==> config.mk <==
export PLATFORM = sky130hd
export DESIGN_NAME = regfile_wb_arbiter
export DESIGN_NICKNAME = d
export VERILOG_FILES = /design/src/rtl/rf_arb_pkg.sv /design/src/rtl/rf_scoreboard.sv /design/src/rtl/regfile_wb_arbiter.sv
export SDC_FILE = /design/constraint.sdc
export NUM_CORES = 1
export LEC_CHECK = 0
export ABC_AREA = 0
export BUFFER_PORTS_ARGS = -buffer_cell sky130_fd_sc_hd__buf_2
export CAP_MARGIN = 20
export CORE_AREA = 2 2 93 95
export CTS_BUF_LIST = sky130_fd_sc_hd__clkbuf_4 sky130_fd_sc_hd__clkbuf_8
export DETAILED_ROUTE_END_ITERATION = 16
export DIE_AREA = 0 0 95 97
export REMOVE_ABC_BUFFERS = 1
export SLEW_MARGIN = 10
export SYNTH_ARGS = -nofsm -noshare
export SYNTH_HDL_FRONTEND = slang
export SYNTH_SLANG_ARGS = --single-unit
export TNS_END_PERCENT = 1
==> constraint.sdc <==
create_clock -name CLK -period 2.27 [get_ports CLK]
set_clock_uncertainty 0.2 [all_clocks]
set_input_delay 0.1135 -clock CLK [delete_from_list [all_inputs] [get_ports CLK]]
set_output_delay 0.1135 -clock CLK [all_outputs]
set_load 0.005 [all_outputs]
==> src/rtl/rf_arb_pkg.sv <==
// Shared types and constants for the register-file writeback arbiter.
// Optional forwarding outputs are enabled by RF_WB_BYPASS_EN.
package rf_arb_pkg;

   typedef enum logic {ARB_NORMAL, ARB_FORCE_B} arb_state_t;

   localparam int NUM_REGS  = 32;
   localparam int REG_ADR_W = 5;
   localparam int WAIT_W    = 4;

endpackage

==> src/rtl/rf_scoreboard.sv <==
// Pending-destination scoreboard for long-latency MDU writes.
// Bit 0 never reads busy; a set wins over a same-cycle clear.
module rf_scoreboard
   import rf_arb_pkg::*;
(
   input  logic                 clk,
   input  logic                 rst,
   input  logic                 set_en,
   input  logic [REG_ADR_W-1:0] set_adr,
   input  logic                 clr_en,
   input  logic [REG_ADR_W-1:0] clr_adr,
   input  logic [REG_ADR_W-1:0] rs1_adr,
   input  logic [REG_ADR_W-1:0] rs2_adr,
   input  logic                 rs1_kill,
   input  logic                 rs2_kill,
   output logic                 rs1_busy,
   output logic                 rs2_busy
);

   logic [NUM_REGS-1:0] busy_q;
   logic [NUM_REGS-1:0] busy_d;

   always_comb begin
      busy_d = busy_q;
      if (clr_en) begin
         busy_d[clr_adr] = 1'b0;
      end
      if (set_en && (set_adr != '0)) begin
         busy_d[set_adr] = 1'b1;
      end
      busy_d[0] = 1'b0;
   end

   always_ff @(posedge clk) begin
      if (rst) begin
         busy_q <= '0;
      end else begin
         busy_q <= busy_d;
      end
   end

   assign rs1_busy = ~rst & busy_q[rs1_adr] & ~rs1_kill;
   assign rs2_busy = ~rst & busy_q[rs2_adr] & ~rs2_kill;

endmodule

==> src/rtl/regfile_wb_arbiter.sv <==
// Arbitrates the register-file write port between writeback (A) and MDU (B).
// Define RF_WB_BYPASS_EN to add same-cycle forwarding of the written value.
module regfile_wb_arbiter
   import rf_arb_pkg::*;
#(
   parameter int XLEN     = 32,
   parameter int MAX_WAIT = 4
) (
   input  logic                 CLK,
   input  logic                 RST,
   input  logic                 A_VALID,
   input  logic [REG_ADR_W-1:0] A_ADR,
   input  logic [XLEN-1:0]      A_DATA,
   output logic                 A_STALL,
   input  logic                 B_VALID,
   input  logic [REG_ADR_W-1:0] B_ADR,
   input  logic [XLEN-1:0]      B_DATA,
   output logic                 B_READY,
   input  logic                 ISSUE_VALID,
   input  logic [REG_ADR_W-1:0] ISSUE_RD,
   input  logic [REG_ADR_W-1:0] RS1_ADR,
   input  logic [REG_ADR_W-1:0] RS2_ADR,
`ifdef RF_WB_BYPASS_EN
   output logic                 RS1_FWD,
   output logic                 RS2_FWD,
   output logic [XLEN-1:0]      RS1_FWD_DATA,
   output logic [XLEN-1:0]      RS2_FWD_DATA,
`endif
   output logic                 RS1_BUSY,
   output logic                 RS2_BUSY,
   output logic                 REG_EN,
   output logic [REG_ADR_W-1:0] REG_W_ADR,
   output logic [XLEN-1:0]      REG_W_DATA
);

   localparam logic [WAIT_W-1:0] WAIT_LAST = WAIT_W'(MAX_WAIT - 1);
   localparam logic [WAIT_W-1:0] WAIT_ONE  = WAIT_W'(1);

   arb_state_t        state_q;
   arb_state_t        state_d;
   logic [WAIT_W-1:0] wait_cnt_q;
   logic [WAIT_W-1:0] wait_cnt_d;

   logic grant_a;
   logic grant_b;
   logic a_stall;
   logic rs1_kill;
   logic rs2_kill;

   always_comb begin
      grant_a    = 1'b0;
      grant_b    = 1'b0;
      a_stall    = 1'b0;
      state_d    = state_q;
      wait_cnt_d = wait_cnt_q;
      unique case (state_q)
         ARB_NORMAL: begin
            grant_a = A_VALID;
            grant_b = B_VALID & ~A_VALID;
            if (A_VALID && B_VALID) begin
               if (wait_cnt_q == WAIT_LAST) begin
                  state_d    = ARB_FORCE_B;
                  wait_cnt_d = '0;
               end else begin
                  wait_cnt_d = wait_cnt_q + WAIT_ONE;
               end
            end else begin
               wait_cnt_d = '0;
            end
         end
         ARB_FORCE_B: begin
            // B normally still valid here; if it dropped, let A through
            grant_b    = B_VALID;
            grant_a    = A_VALID & ~B_VALID;
            a_stall    = A_VALID & B_VALID;
            state_d    = ARB_NORMAL;
            wait_cnt_d = '0;
         end
         default: begin
            state_d    = ARB_NORMAL;
            wait_cnt_d = '0;
         end
      endcase
      if (RST) begin
         grant_a = 1'b0;
         grant_b = 1'b0;
         a_stall = 1'b0;
      end
   end

   always_ff @(posedge CLK) begin
      if (RST) begin
         state_q    <= ARB_NORMAL;
         wait_cnt_q <= '0;
      end else begin
         state_q    <= state_d;
         wait_cnt_q <= wait_cnt_d;
      end
   end

   always_comb begin
      REG_EN     = 1'b0;
      REG_W_ADR  = '0;
      REG_W_DATA = '0;
      if (grant_b) begin
         REG_EN     = (B_ADR != '0);
         REG_W_ADR  = B_ADR;
         REG_W_DATA = B_DATA;
      end else if (grant_a) begin
         REG_EN     = (A_ADR != '0);
         REG_W_ADR  = A_ADR;
         REG_W_DATA = A_DATA;
      end
   end

   assign A_STALL = a_stall;
   assign B_READY = grant_b;

`ifdef RF_WB_BYPASS_EN
   assign RS1_FWD      = REG_EN && (REG_W_ADR == RS1_ADR);
   assign RS2_FWD      = REG_EN && (REG_W_ADR == RS2_ADR);
   assign RS1_FWD_DATA = RS1_FWD ? REG_W_DATA : '0;
   assign RS2_FWD_DATA = RS2_FWD ? REG_W_DATA : '0;
   assign rs1_kill     = RS1_FWD & grant_b;
   assign rs2_kill     = RS2_FWD & grant_b;
`else
   assign rs1_kill = 1'b0;
   assign rs2_kill = 1'b0;
`endif

   rf_scoreboard u_sb (
      .clk      (CLK),
      .rst      (RST),
      .set_en   (ISSUE_VALID),
      .set_adr  (ISSUE_RD),
      .clr_en   (grant_b),
      .clr_adr  (B_ADR),
      .rs1_adr  (RS1_ADR),
      .rs2_adr  (RS2_ADR),
      .rs1_kill (rs1_kill),
      .rs2_kill (rs2_kill),
      .rs1_busy (RS1_BUSY),
      .rs2_busy (RS2_BUSY)
   );

endmodule

### After elaboration in Yosys (flattened, before gate mapping)

Cells that the tools add are included.
W data, S select, Z words.

* flip-flop bits (word level): 37
* bits of input ports: 94
* output and inout port bits: 42
* word-level logic and storage cells: 59

* add/sub/neg operators: 1
* magnitude comparators: 6
* equality and inequality tests: 1
* muxes and demuxes: 28
* bitwise operators: 12
* reductions and logical operators: 7

Operators with widths (count)
* $mux W32: 4
* $and A32 B32 Y32: 1
* $not A32 Y32: 1
* $or A32 B32 Y32: 1
* $lt A5 B6 Y1 const B: 4
* $reduce_bool A5 Y1: 3
* $mux W1: 12
* $bmux W1 S5: 2
* $demux W1 S5: 2
* $ge A5 B1 Y1 const B: 2
* $mux W5: 2
* $mux W4: 2
* $pmux W4 S2: 1
* $pmux W1 S2: 3
* $and A1 B1 Y1: 5
* $add A4 B1 Y4 const B: 1
* $eq A4 B2 Y1 const B: 1
* $logic_and A1 B1 Y1: 4
* $not A1 Y1: 4

### Logic depth before layout (Yosys ltp)

Gate-level depths: netlist of run 1.

* word-level depth: 9
* gate-level depth with buffers: 7
* gate-level depth less buffers: 4

### Hierarchy

From an unflattened synthesis of run 1, not the netlist that was laid out.

* cell total of the unflattened synthesis: 280
* area, all modules: 2521.2 um2

By module, submodules not included
* rf_scoreboard: instances 1, cells an instance 204, area each 1849.3 um2, seq. area each 620.6 um2
* regfile_wb_arbiter: instances 1, cells an instance 76, area each 671.9 um2, seq. area each 100.1 um2

### Worst setup path after synthesis of run 1

No wires, ideal clock.

* kind: reg2out
* start point: register u_sb.busy_q[19]
* end point: output RS1_BUSY
* data arrival time: 1400 ps
* required time: 1956 ps
* setup slack: 556 ps
* stages on the path, launching flop included: 5
* path buffers: 0
* path through: dfxtp_1 > mux4_2 > or3b_1 > o31a_1 > a32o_1

* longest elaborated chain between the ends: 3

RTL lines
* start: declaration: line rf_scoreboard.sv:20 `logic [NUM_REGS-1:0] busy_q;`
* start signal: assignment: line rf_scoreboard.sv:38 `busy_q <= busy_d;`
* $bmux W1 S5: line rf_scoreboard.sv:42 `assign rs1_busy = ~rst & busy_q[rs1_adr] & ~rs1_kill;`
* $mux W1 (implied by the code): line rf_scoreboard.sv:42
* $and A1 B1 Y1: line rf_scoreboard.sv:42
* end: declaration: line regfile_wb_arbiter.sv:29 `output logic RS1_BUSY,`

Every way passes these cells. The select of a mux whose other input is x is not followed.

### Final worst setup path of run 1

* start point: register u_sb.busy_q[18]
* end point: output RS1_BUSY

Same word-level chain as after synthesis.

==> flow_summary.json, run 1 <==
{
  "pre_cts_slack_ns": 0.296,
  "design.core.area_um2": 8130,
  "finalWorstSetupSlack_ns": 0.0904,
  "setup_viol": 0,
  "mappedNetlistArea_um2": 2480,
  "ys_top_cells_by_count": "sky130_fd_sc_hd__a22o_1 (38), sky130_fd_sc_hd__a21oi_1 (36), sky130_fd_sc_hd__dfxtp_1 (36)",
  "grt-ovfl-total": 0,
  "drt-initial-drc-count": 308,
  "numCtsBuffers": 5,
  "power_density_relative_to_cell_area_nw_per_um2": 424,
  "run_status": "finished clean",
  "grt.busiest_layer": "met2",
  "grtUsageTotal": 0.180,
  "detail_route.wirelength_mm": 8.57,
  "timing_worst_slew_pin_value_ns": 0.753,
  "count_of_antenna_violating_nets_left_after_detailed_routing": 0,
  "post-synth-top-area-cell": "sky130_fd_sc_hd__dfxtp_1",
  "cp_launch_type": "flip-flop",
  "fillers": 832,
  "worstRegToRegCells": 4,
  "core.rowCount": 33,
  "hold-worst-slack_ns": 0.0364,
  "h_tree_level_count": 2,
  "slew-limit-headroom": 0.497,
  "synth_most_common_cell": "sky130_fd_sc_hd__a22o_1",
  "grt_start_max_net_pins": 37,
  "initial_core_util": 0.305,
  "postSynthCellCount": 289,
  "gr-usage-met1": 0.240,
  "clock_sink_count": 36,
  "worstSetupEndpointType": "primary output",
  "grt_setup_unrepaired": "false",
  "synth_enable_flop_cells": 0,
  "diodes": 0,
  "drv_slew": 0,
  "drt_drc_violations_left": 0,
  "async_flop_share": 0,
  "finalNetCount": 510,
  "syn_avg_cell_area_um2": 8.59,
  "design.die.area_um2": 9220,
  "crit_path_max_fanout": 3,
  "yosysUniqueCellTypes": 34,
  "route.vias.total": 2774,
  "x_dimension_of_the_die_um": 95,
  "worstPathArrival_ns": 1.87,
  "ys_ff_latch": 36,
  "route.detailed.vias_per_inst": 5.33,
  "hold_viol_final": 0,
  "crit_type": "flip-flop to primary output",
  "finalWeightedCongestion": 0.810,
  "io_pins": 136,
  "placement.io_buffers": 135,
  "ys_top_cells_by_area": "sky130_fd_sc_hd__dfxtp_1 (29%), sky130_fd_sc_hd__a22o_1 (13%), sky130_fd_sc_hd__a21oi_1 (7.3%)",
  "clk_root_buffer_cell": "sky130_fd_sc_hd__clkbuf_8",
  "reported_max_cap_violation_count": 0,
  "drive_above_1_share": 0.381,
  "power.leakage_nw": 1.50,
  "clock_path_buffers": 2,
  "wire_length_of_the_first_global_routing_pass_mm": 13.3,
  "clk_latency_ns": 0.29,
  "placed_cells": 509,
  "post_cts_resize_count": 0,
  "timing.hold.worst_path_depth": 4,
  "post-route-period-util": 0.960,
  "finalPower_w": 0.00141,
  "use_met3": 0.0436,
  "flow.area_growth_from_synthesis_pct": 34.3,
  "critical_path_required_ns": 1.96,
  "vdd_ir_drop_max_v": 0.000166,
  "clock_slew_seen_by_the_registers_of_the_worst_setup_and_hold_paths_ns": 0.07,
  "wl_per_cell_um": 16.5,
  "min_path_type": "input port to flip-flop",
  "seq_total_area_yosys": 0.290,
  "cts_tree": "yes",
  "post_synth_top_flop": "sky130_fd_sc_hd__dfxtp_1",
  "period_minus_slack_ns": 2.18,
  "final_cell_count_no_fill": 520,
  "multiInputGateArea_um2": 1640,
  "grt_use_met2": 0.295,
  "netlist.area_leader.share": 0.290,
  "floorplan.die.height_um": 97,
  "yosysWarnings": 0,
  "timing.fmax_mhz": 459,
  "drt_pre_antenna_iters": 4,
  "register_area_um2": 721,
  "detailedPlacementHpwl_mm": 6.71,
  "tns_ns": 0,
  "first_global_vias": 2660,
  "antenna_found_initial": 0
}
-- cell families (layout without fill, tap and decap cells) --
logic type | Yosys count | count (layout) | share of synthesized area
compound gates | 109 | 109 | 0.282
simple gates | 91 | 91 | 0.181
flops | 36 | 36 | 0.290
mux | 27 | 27 | 0.189
buf+inv | 24 | 150 | 0.0494
fa+ha+maj | 1 | 1 | 0.00504
xor+xnor | 1 | 1 | 0.00353
-- path summary, 6_finish.rpt --
kind | slack [ns] | to | from
max | 0.09 | RS1_BUSY | u_sb.busy_q[18]$_SDFF_PP0_
max reg2reg | 0.54 | u_sb.busy_q[13]$_SDFF_PP0_ | state_q$_SDFF_PP0_
min reg2reg | 0.25 | wait_cnt_q[0]$_SDFF_PP0_ | wait_cnt_q[0]$_SDFF_PP0_
min | 0.04 | u_sb.busy_q[20]$_SDFF_PP0_ | ISSUE_RD[0]
-- registers in the layout, indices dropped and copies added (netlist names) --
name,flops
wait_cnt_q,4
u_sb.busy_q,31
state_q,1
-- power by group --
part           internal, W  switching [W]  total [W]  leakage [nW]
logic             0.000163       0.000164   0.000328          1.16
clock network     0.000220       0.000221   0.000441        0.0445
registers         0.000639     0.00000648   0.000646         0.291
total              0.00102       0.000392    0.00141          1.50
-- layout by cell type, fill, tap and decap left out, types with 5 or more instances in the layout --
cell	count
sky130_fd_sc_hd__a21oi_1	35
sky130_fd_sc_hd__buf_2	135
sky130_fd_sc_hd__dfxtp_1	36
sky130_fd_sc_hd__mux4_2	8
sky130_fd_sc_hd__a22o_1	38
sky130_fd_sc_hd__nand3_1	9
sky130_fd_sc_hd__nand2_1	33
sky130_fd_sc_hd__mux2i_1	13
sky130_fd_sc_hd__o21ai_0	32
sky130_fd_sc_hd__clkbuf_8	5
sky130_fd_sc_hd__nor2b_1	5
sky130_fd_sc_hd__nand2b_1	6
sky130_fd_sc_hd__mux4_1	6
sky130_fd_sc_hd__nor2_1	17
-- per-stage QoR --
stage	utilization	instance area [um2]
floorplan	-	2360
global placement	0.395	3210
detailed placement	0.395	3210
CTS	0.410	3330
global route	0.410	3330
finish	0.410	3330
-- what timing repair did --
item                                   4_1_cts  5_1_grt
endpoints found under the hold margin        7        0
hold buffers                                 4        0
buffers inserted                             0        0
-- layout make-up --
class / instances / share of cell area
Multi-Input combinational cell: 229 / 0.493
Tap cell: 105 / 0.0394
Sequential cell: 36 / 0.216
Timing Repair Buffer: 143 / 0.227
Clock inverter: 1 / 0.00150
Clock buffer: 6 / 0.0229
-- worst max-delay path, stage by stage, from the launching register on --
cell and delay (ns):
sky130_fd_sc_hd__dfxtp_1 0.33, sky130_fd_sc_hd__mux4_2 0.45, sky130_fd_sc_hd__or3b_1 0.35, sky130_fd_sc_hd__o31a_1 0.11, sky130_fd_sc_hd__a32o_1 0.22, sky130_fd_sc_hd__buf_2 0.12
-- routing by layer --
| metal | wire length (um) | up-vias |
|---|---|---|
| met5 | 0 | - |
| met4 | 9 | 0 |
| met3 | 630 | 2 |
| met2 | 4230 | 124 |
| met1 | 3700 | 1302 |
| li1 | - | 1346 |
Power figures use the tool's default switching activity.
==> inputs of run 2 (changes only) <==
--- a/config.mk
+++ b/config.mk
@@ -6,15 +6,16 @@
 export NUM_CORES = 1
 export LEC_CHECK = 0
 export ABC_AREA = 0
-export BUFFER_PORTS_ARGS = -buffer_cell sky130_fd_sc_hd__buf_2
 export CAP_MARGIN = 20
-export CORE_AREA = 2 2 93 95
+export CORE_AREA = 2 2 94 96
 export CTS_BUF_LIST = sky130_fd_sc_hd__clkbuf_4 sky130_fd_sc_hd__clkbuf_8
 export DETAILED_ROUTE_END_ITERATION = 16
-export DIE_AREA = 0 0 95 97
+export DIE_AREA = 0 0 96 98
+export DONT_BUFFER_PORTS = 1
 export REMOVE_ABC_BUFFERS = 1
 export SLEW_MARGIN = 10
 export SYNTH_ARGS = -nofsm -noshare
 export SYNTH_HDL_FRONTEND = slang
+export SYNTH_HIERARCHICAL = 1
 export SYNTH_SLANG_ARGS = --single-unit
 export TNS_END_PERCENT = 1
==> run 2 against run 1 <==
  * Global-route usage rose by 0.64 points
  * Final cell count fell by 23%
  * Clock-buffer cell count rose by 1
  * Critical path depth fell by 1
  * Register-to-register slack got worse by 0.17 ns
  * Area after synthesis rose by 1.6%
  * Sequential power barely moved
  * Hold slack got worse by 0.031 ns
  * Non-clock buffer count fell by 120
  * Clock power rose by 41%
  * Wire length rose by 3.2%
  * Fmax fell by 1.3%
  * Critical path type unchanged
  * Critical endpoint is now RS2_BUSY
  * Highest routed layer unchanged
==> flow_summary.json, run 2 <==
{
  "clock_path_buffers": 2,
  "power_density_relative_to_cell_area_nw_per_um2": 511,
  "numCtsBuffers": 5,
  "layout.core_utilization": 0.342,
  "critical_path_required_ns": 1.96,
  "largest_register_ff_count": 31,
  "drt_drc_violations_left": 0,
  "setup_viol": 0,
  "route.vias.total": 2387,
  "yosysWarnings": 6,
  "commonest_cells_after_routing_fill_and_taps_aside": "sky130_fd_sc_hd__a22o_1 (38), sky130_fd_sc_hd__nand2_1 (36), sky130_fd_sc_hd__dfxtp_1 (36)",
  "mappedNetlistArea_um2": 2520,
  "flow.area_growth_from_synthesis_pct": 14.9,
  "detail_route.wirelength_mm": 8.85,
  "worstRegToRegCells": 4,
  "grtUsageTotal": 0.186,
  "tns_ns": 0,
  "count_of_antenna_violating_nets_left_after_detailed_routing": 0,
  "synth_most_common_cell": "sky130_fd_sc_hd__a22o_1",
  "diodes": 0,
  "worstPathArrival_ns": 1.89,
  "grt_setup_unrepaired": "true",
  "crit_path_max_fanout": 3,
  "run_status": "finished clean",
  "placement.io_buffers": 0,
  "design.die.area_um2": 9410,
  "worstReg2RegEnd": "state_q$_SDFF_PP0_",
  "timing.fmax_mhz": 453,
  "timing.critical_path.max_delay_family": "multiplexers",
  "post-route-period-util": 0.973,
  "finalWorstSetupSlack_ns": 0.0622,
  "final_design_area_no_fill_um2": 2900,
  "cp_launch_type": "flip-flop",
  "worst_r2r_startpoint": "wait_cnt_q[0]$_SDFF_PP0_",
  "netlist.area_leader.share": 0.286,
  "synth_enable_flop_cells": 0,
  "reg.largest.list": "u_sb/busy_q (31), wait_cnt_q (4), state_q (1)",
  "design.core.area_um2": 8470,
  "timing.critical_path.slowest_cell_delay_ns": 0.51,
  "ys_ff_latch": 36,
  "clock_slew_seen_by_the_registers_of_the_worst_setup_and_hold_paths_ns": 0.07,
  "route.detailed.vias_per_inst": 5.97,
  "drt_pre_antenna_iters": 4,
  "antenna_found_initial": 0,
  "reported_max_cap_violation_count": 0,
  "wl_per_cell_um": 22.1,
  "reg2reg_slack_ns": 0.37,
  "final_common_cell": "sky130_fd_sc_hd__a22o_1",
  "cp_cell_sequence": "mux4_1 -> mux4_2 -> nor2_1 -> and4b_1",
  "drv_slew": 0,
  "ys_top_cells_by_area": "sky130_fd_sc_hd__dfxtp_1 (29%), sky130_fd_sc_hd__a22o_1 (13%), sky130_fd_sc_hd__mux4_2 (8.9%)",
  "slew-limit-headroom": 0.534,
  "placedInstanceArea_um2": 2560,
  "finalWeightedCongestion": 0.808,
  "initial_core_util": 0.298,
  "period_minus_slack_ns": 2.21,
  "vdd_ir_drop_max_v": 0.000204,
  "ys_top_cells_by_count": "sky130_fd_sc_hd__a22o_1 (38), sky130_fd_sc_hd__dfxtp_1 (36), sky130_fd_sc_hd__nand2_1 (36)",
  "timing.hold.worst_path_depth": 3,
  "yosysUniqueCellTypes": 37,
  "postSynthCellCount": 280,
  "grt-ovfl-total": 0,
  "critical-path-slowest-cell": "sky130_fd_sc_hd__mux4_1",
  "clk_latency_ns": 0.29,
  "max_flop_register": "u_sb/busy_q",
  "grt_start_max_net_pins": 39,
  "drive_above_1_share": 0.120,
  "x_dimension_of_the_die_um": 96,
  "power.leakage_nw": 1.02,
  "syn_avg_cell_area_um2": 9.00,
  "finalNetCount": 386,
  "timing_worst_slew_pin_value_ns": 0.689,
  "worst_hold_startpoint": "B_ADR[3]",
  "clock_sink_count": 36,
  "cts_tree": "yes",
  "min_path_type": "input port to flip-flop",
  "post_synth_top_flop": "sky130_fd_sc_hd__dfxtp_1",
  "floorplan.die.height_um": 98,
  "async_flop_share": 0,
  "hold-worst-slack_ns": 0.00543,
  "clk_root_buffer_cell": "sky130_fd_sc_hd__clkbuf_8",
  "holdPathEnd": "u_sb/busy_q[14]$_SDFF_PP0_",
  "hold_viol_final": 0,
  "cp.buffers_inverters": 0,
  "crit_type": "flip-flop to primary output",
  "seq_total_area_yosys": 0.286,
  "core.rowCount": 34,
  "post-synth-top-area-cell": "sky130_fd_sc_hd__dfxtp_1",
  "worstSetupEndpointType": "primary output",
  "h_tree_level_count": 2,
  "pre_cts_slack_ns": 0.359,
  "io_pins": 136,
  "detailedPlacementHpwl_mm": 6.75,
  "first_global_vias": 2296,
  "drt-initial-drc-count": 138,
  "wire_length_of_the_first_global_routing_pass_mm": 13.2
}
[run 2: changes by cell type in the layout (fill, tap and decap cells not counted), sizes merged, moves of 5 or more]
cell	delta
buf	-134
dlygate4sd3	+14
nor2	-5
nor3b	+5
nand2b	-6
mux2i	-10
a21oi	-5
[run 2: repair_timing]
| item | in CTS | in global routing |
|---|---|---|
| endpoints found under the hold margin | 36 | 0 |
| setup buffers | 0 | 1 |
| resized for setup | 0 | 3 |
| hold buffers | 19 | 0 |
| endpoints found under the setup margin | 0 | 10 |
[run 2: per-stage QoR]
stage	instances	power [W]
floorplan	261	0.000786
global placement	372	0.000825
detailed placement	372	0.000827
CTS	399	0.00149
global route	400	0.00152
finish	400	0.00148
[run 2: cell type report]
cell class | instances | area (um2)
multi-input combinational | 222 | 1670
timing repair buffer | 23 | 230
fill | 880 | 5570
tap | 108 | 135
inverter | 3 | 11.3
clock inverter | 1 | 30.0
clock buffer | 7 | 96.3
sequential | 36 | 721
[run 2: how the worst max path moves through the flow]
stage          cells after the start        to                       start
3_5_place_dp                       4  RS2_BUSY  u_sb/busy_q[21]$_SDFF_PP0_
2_1_floorplan                      2    REG_EN          state_q$_SDFF_PP0_
3_3_place_gp                       4  RS2_BUSY  u_sb/busy_q[21]$_SDFF_PP0_
4_1_cts                            4  RS2_BUSY  u_sb/busy_q[21]$_SDFF_PP0_
5_1_grt                            4  RS2_BUSY  u_sb/busy_q[26]$_SDFF_PP0_
6_report                           4  RS2_BUSY  u_sb/busy_q[26]$_SDFF_PP0_
[run 2: routing by layer]
metal | vias up | share of wire | GRT usage
li1 | 1089 | - | -
met1 | 1137 | 0.37 | 0.231
met2 | 155 | 0.51 | 0.326
met3 | 6 | 0.11 | 0.0409
met4 | 0 | 0.0096 | 0.0396
met5 | - | 0 | 0
[run 2: cells by family (layout without fill, tap and decap cells)]
family                     Yosys count  count (layout)  synth area share
DFF                                 36              36             0.286
and+or+nand+nor                     93              93             0.204
AOI/OAI and AO/OA                  104             104             0.271
other                                1               2           0.00149
xor gates and xnor gates             1               1           0.00347
adders and majority gates            1               1           0.00496
buffers and inverters               23              34            0.0561
muxes                               21              21             0.173
[run 2: worst min-delay path, stage by stage]
cell and delay (ns):
sky130_fd_sc_hd__nand3b_1 0.12, sky130_fd_sc_hd__o21ai_0 0.09, sky130_fd_sc_hd__a21oi_1 0.13
[run 2: where the power goes]
group | internal [W] | total, W | leakage, nW | switching (W)
sequential | 0.000639 | 0.000644 | 0.291 | 0.00000541
clock | 0.000388 | 0.000623 | 0.0645 | 0.000235
combinational | 0.000103 | 0.000212 | 0.668 | 0.000109
total | 0.00113 | 0.00148 | 1.02 | 0.000350
